### src/rtl/fetch_unit_if.sv
// Instruction-memory handshake between the fetch stage and instruction memory.
// The fetch stage drives the request and address; memory answers with one
// ack (plus data) per request, possibly in the same cycle as the request.
interface fetch_unit_if;
    logic        im_req;
    logic [31:0] im_addr;
    logic        im_ack;
    logic [31:0] im_rdata;

    modport master (
        output im_req,
        output im_addr,
        input  im_ack,
        input  im_rdata
    );

    modport slave (
        input  im_req,
        input  im_addr,
        output im_ack,
        output im_rdata
    );
endinterface

### src/rtl/fetch_unit.sv
// Instruction-fetch stage of the P5 pipeline.
// Owns the PC, requests instructions over a variable-latency handshake and
// writes the IF/ID register (nI/nPC/WE). Branch/jump redirects follow MIPS
// delay-slot rules: the instruction delivered while a redirect is live is
// the delay slot; its successor comes from the target. A slow memory with no
// stall produces a nop bubble; if a redirect leaves ID on a bubble it is
// remembered in redir_pend and applied when the delay slot is delivered.
// Optional feature: define PERF_CNT_EN to add bubble_cnt/hold_cnt counters.
module fetch_unit #(
    parameter logic [31:0] PC_RESET = 32'h0000_3000
) (
    input  logic        clk,
    input  logic        reset,
    input  logic [1:0]  PCSrc,
    input  logic        br_taken,
    input  logic [31:0] br_target,
    input  logic [31:0] j_target,
    input  logic [31:0] jr_target,
    input  logic        stall,
    fetch_unit_if.master im,
    output logic [31:0] nI,
    output logic [31:0] nPC,
    output logic        WE
`ifdef PERF_CNT_EN
    ,
    output logic [31:0] bubble_cnt,
    output logic [31:0] hold_cnt
`endif
);

    localparam logic [0:0] ST_FETCH = 1'b0;
    localparam logic [0:0] ST_HOLD  = 1'b1;

    logic [0:0]  state;
    logic [31:0] pc;
    logic [31:0] hold_buf;
    logic        redir_pend;
    logic [31:0] redir_tgt;

    logic        redirect_live;
    logic [31:0] live_tgt;
    logic [31:0] next_pc;
    logic        advance;
    logic        capture;
    logic        bubble;

    // Decode the redirect requested by the instruction in ID and pick the next PC.
    always_comb begin
        redirect_live = ((PCSrc == 2'd1) && br_taken) || (PCSrc == 2'd2) || (PCSrc == 2'd3);
        case (PCSrc)
            2'd1:    live_tgt = br_target;
            2'd2:    live_tgt = j_target;
            2'd3:    live_tgt = jr_target;
            default: live_tgt = br_target;
        endcase
        if (redirect_live) begin
            next_pc = live_tgt;
        end else if (redir_pend) begin
            next_pc = redir_tgt;
        end else begin
            next_pc = pc + 32'd4;
        end
    end

    // Handshake and IF/ID write decisions; everything is held quiet while in reset.
    always_comb begin
        im.im_req = 1'b0;
        WE        = 1'b0;
        nI        = 32'h0;
        advance   = 1'b0;
        capture   = 1'b0;
        bubble    = 1'b0;
        if (reset) begin
            if (state == ST_FETCH) begin
                im.im_req = 1'b1;
                if (im.im_ack && !stall) begin
                    WE      = 1'b1;
                    nI      = im.im_rdata;
                    advance = 1'b1;
                end else if (im.im_ack) begin
                    capture = 1'b1;
                end else if (!stall) begin
                    WE     = 1'b1;
                    bubble = 1'b1;
                end
            end else if (!stall) begin
                WE      = 1'b1;
                nI      = hold_buf;
                advance = 1'b1;
            end
        end
    end

    assign im.im_addr = pc;
    assign nPC        = pc;

    // PC, FSM, stall buffer and pending-redirect state.
    always_ff @(posedge clk or negedge reset) begin
        if (!reset) begin
            pc         <= PC_RESET;
            state      <= ST_FETCH;
            hold_buf   <= 32'h0;
            redir_pend <= 1'b0;
            redir_tgt  <= 32'h0;
        end else begin
            if (advance) begin
                pc <= next_pc;
                if (!redirect_live) begin
                    redir_pend <= 1'b0;
                end
            end
            if (bubble && redirect_live) begin
                redir_pend <= 1'b1;
                redir_tgt  <= live_tgt;
            end
            if (capture) begin
                hold_buf <= im.im_rdata;
                state    <= ST_HOLD;
            end
            if ((state == ST_HOLD) && !stall) begin
                state <= ST_FETCH;
            end
        end
    end

`ifdef PERF_CNT_EN
    // Count bubble cycles and cycles spent holding a stalled instruction.
    always_ff @(posedge clk or negedge reset) begin
        if (!reset) begin
            bubble_cnt <= 32'h0;
            hold_cnt   <= 32'h0;
        end else begin
            if (bubble) begin
                bubble_cnt <= bubble_cnt + 32'd1;
            end
            if (state == ST_HOLD) begin
                hold_cnt <= hold_cnt + 32'd1;
            end
        end
    end
`endif

endmodule
### src/flat_wrapper.sv
// flat-port wrapper written by rule: the top's interface ports become plain ports
module fetch_unit_flat 
#(
    parameter logic [31:0] PC_RESET = 32'h0000_3000
)
  (clk, reset, PCSrc, br_taken, br_target, j_target, jr_target, stall, nI, nPC, WE, im_im_req, im_im_addr, im_im_ack, im_im_rdata);
  fetch_unit_if im_i ();
  input  logic clk;
  input  logic reset;
  input  logic [1:0] PCSrc;
  input  logic br_taken;
  input  logic [31:0] br_target;
  input  logic [31:0] j_target;
  input  logic [31:0] jr_target;
  input  logic stall;
  output logic [31:0] nI;
  output logic [31:0] nPC;
  output logic WE;
  output wire logic [$bits(im_i.im_req)-1:0] im_im_req;
  output wire logic [$bits(im_i.im_addr)-1:0] im_im_addr;
  input wire logic [$bits(im_i.im_ack)-1:0] im_im_ack;
  input wire logic [$bits(im_i.im_rdata)-1:0] im_im_rdata;
  assign im_im_req = im_i.im_req;
  assign im_im_addr = im_i.im_addr;
  assign im_i.im_ack = im_im_ack;
  assign im_i.im_rdata = im_im_rdata;
  fetch_unit #(.PC_RESET(PC_RESET)) u_core (.clk(clk), .reset(reset), .PCSrc(PCSrc), .br_taken(br_taken), .br_target(br_target), .j_target(j_target), .jr_target(jr_target), .stall(stall), .im(im_i), .nI(nI), .nPC(nPC), .WE(WE));
endmodule
### config.mk
export PLATFORM = sky130hd
export DESIGN_NAME = fetch_unit_flat
export DESIGN_NICKNAME = d
export VERILOG_FILES = /design/src/rtl/fetch_unit_if.sv /design/src/rtl/fetch_unit.sv /design/src/flat_wrapper.sv
export SDC_FILE = /design/constraint.sdc
export NUM_CORES = 1
export LEC_CHECK = 0
export ABC_CLOCK_PERIOD_IN_PS = 2200
export CAP_MARGIN = 0
export CORE_MARGIN = 3
export CORE_UTILIZATION = 41
export DETAILED_ROUTE_END_ITERATION = 7
export PLACE_DENSITY_LB_ADDON = 0.08
export SLEW_MARGIN = 0
export SYNTH_ARGS = -nofsm -noshare
export SYNTH_HDL_FRONTEND = slang
export SYNTH_SLANG_ARGS = --single-unit
export TNS_END_PERCENT = 5
### constraint.sdc
create_clock -name clk -period 2.2 [get_ports clk]
set_clock_uncertainty 0.15 [all_clocks]
set_input_delay 0.22 -clock clk [delete_from_list [all_inputs] [get_ports clk]]
set_output_delay 0.22 -clock clk [all_outputs]
set_load 0.01 [all_outputs]
==> results.ini <==
[die]
rows=44
io-pin-count=233
initial_utilization_pct=42.4
fp.dieH_um=129
fp.coreArea_um2=14600
die_w_um=129
dieArea_um2=16600

[clocking]
htree_levels=3
clk_pin_slew_ns=0.07
cts_root_buffer=clkbuf_16
clkSinkCount=98
cts_tree=yes
cts_buffer_depth=2
clkLatencyLatePin_ns=0.35
cts_buffers=9

[yosys]
seq_area_frac_synth_pct=39.6
yosysUniqueCellTypes=60
avgSynthCellArea_um2=9.27
yosys_warnings=0
synth-main-ff-cell=dfrtp_1
synth_xor_area_share_pct=1.98
synth-compound-area-share_pct=18.6
synth_edf_count=0
synth_top_family_by_area=compound AO/OA/AOI/OAI gates
async_reset_ff_share_pct=100
synth_fa_ha_area_share_pct=0.202
synth.largest_area_cell=dfrtp_1
synth_nets=805
synth.area.top_cells=dfrtp_1, mux2_2, mux2i_1
ys_ff_latch=98
synth_top_area_share_pct=38.7
postSynthCellCount=669
netlist_area_um2=6200
yosys.area_share.simple_pct=16.2
synthMuxAreaShare_pct=15.8

[grt]
grt_max_degree=104
grt-ovfl-total=0
grt_pass1_vias=5885
antenna_found_initial=0
grt_pass1_wl_mm=30.8
grt.total_usage_pct=23.2

[setup_path]
path_max_fanout=11
start_kind=register
crit_arrival_ns=2.26
worstSetupEndpointType=register
slowest_stage=dfstp_2
critical_path_class=reg -> reg
crit_top_cell=or3_1
rr_worst_depth=6
path_cells=and4_4 -> nand4_1 -> buf_6 -> or3_1 -> or3_1 -> and3_1
required_ns=2.29
cpPeakStageDelay_ns=0.54

[timing]
worst_slack_ns=0.0375
setup_violations=0
hold_viol=67
period_share_pct=98.3
worst-slew-pin-transition_ns=0.573
period_minus_slack_ns=2.16
rsz0062_at_grt=true
slew_headroom_pct=61.8
hold_slack_ns=-0.226
fmax_mhz=462
drv_slew=0

[power_and_ir_drop]
peakVddDrop_uv=404
cellPowerDensity_nw_per_um2=753
power.leakage_uw=0.00379

[cells_and_area]
drive_above_1_share_pct=20.3
final_cell_mix=clkdlybuf4s50_1, dfrtp_1, buf_4
final_cell_area_um2=9030
areaGrowthSynthToFinish_pct=45.6
antenna_cells=0
finalNetCount=1027
final_common_cell=clkdlybuf4s50_1
fillers=1229

[route]
via_count=5894
drt-total-wl_mm=19.1
avgViaCountPerCell=5.46
wl_per_cell_um=17.7
drtPass1Iterations=5
remaining_drc_errors=0
drt_iter0_drc=376
ant_nets=0

[run]
cap_violations=0

[placement]
dpl-instance-area_um2=8830
dp_slack_ns=-0.311
io_buffers=232
dp_hpwl_mm=14.2
routabilityCongestion=0.854

[status]
status=finished with violations
violations=negative hold slack

[min_path]
hold_path_class=in -> async

==> synth_stat cells, types with 6 or more instances <==
master     n
inv_1      7
mux2i_1   38
a21oi_1   33
clkbuf_1  44
xnor2_1    9
nand2_1   52
nor3_1    11
mux2_2    53
dfrtp_1   96
nor2_1    41
nand4_1    6
buf_4     32
nand3_1   20
a22oi_1   39
and4_1     6
o21ai_0   43
nor2b_1   37
==> logic make-up (layout without fill, tap and decap cells) <==
family	Yosys count	count (layout)
AO/OA/AOI/OAI	175	175
XOR/XNOR	14	14
adder cells (fa/ha/maj)	1	1
buffers and inverters	91	318
flip-flops	98	98
multiplexers	91	91
AND/OR/NAND/NOR	199	199
==> critical path: cells and delay by family (launching register included) <==
kind	cells	cell delay (ns)
AND/OR/NAND/NOR	5	1.20
flip-flops	1	0.54
buffers and inverters	1	0.17
==> through the flow <==
stage	util, %	TNS [ns]	power, µW	cells
after CTS	62.5	0	6840	1080
after global placement	60.3	-7.08	5150	1062
after floorplan	-	0	3950	669
after detailed placement	60.3	-8.30	5230	1062
after global routing	61.7	-0.0482	7210	1080
final	61.7	0	6800	1080
==> routing by layer <==
metal  share of wire, %  GRT usage, %  wire length, µm  up-vias
li1                   -             -                -     2847
met5                  0             0                0        -
met2                 47          37.3             9010      227
met4                1.1          5.81              202        0
met3                7.4          5.52             1420       14
met1                 44          31.6             8510     2806
==> sequential cells by signal, summed over array words and instances (netlist names) <==
register	cells
u_core.redir_pend	1
u_core.state	1
u_core.im.im_addr	32
u_core.redir_tgt	32
u_core.hold_buf	32
==> power by group <==
group | internal (µW) | total (µW) | switching (µW) | leakage [µW]
clock network | 885 | 1620 | 734 | 0.000139
logic | 1490 | 2620 | 1130 | 0.00248
registers | 2260 | 2570 | 306 | 0.00117
total | 4640 | 6800 | 2170 | 0.00379
==> path summary, 6_finish.rpt <==
path	start	to	slack [ns]
max	u_core.im.im_addr[13]	u_core.im.im_addr[30]	0.04
min	reset	u_core.im.im_addr[28]	-0.23
max reg2reg	u_core.im.im_addr[13]	u_core.im.im_addr[30]	0.04
min reg2reg	u_core.redir_tgt[24]	u_core.redir_tgt[24]	0.33
max in group asynchronous	reset	u_core.im.im_addr[16]	1.27
min in group clk	PCSrc[1]	u_core.im.im_addr[20]	0.32
==> cell type report <==
type,instances,area [µm²],share of cell area (%)
Clock buffer,10,229,2.53
Clock inverter,6,67.6,0.748
Inverter,7,26.3,0.291
Multi-Input combinational cell,480,3310,36.7
Sequential cell,98,2460,27.2
Tap cell,184,230,2.55
Timing Repair Buffer,295,2710,30.0
==> timing repair <==
item	4_1_cts	5_1_grt
gates cloned	1	0
pin swaps	1	3
endpoints found under the setup margin	34	36
buffers inserted	1	0
resized for setup	45	62
hold endpoints to repair	67	67
(Power assumes the default switching activity.)
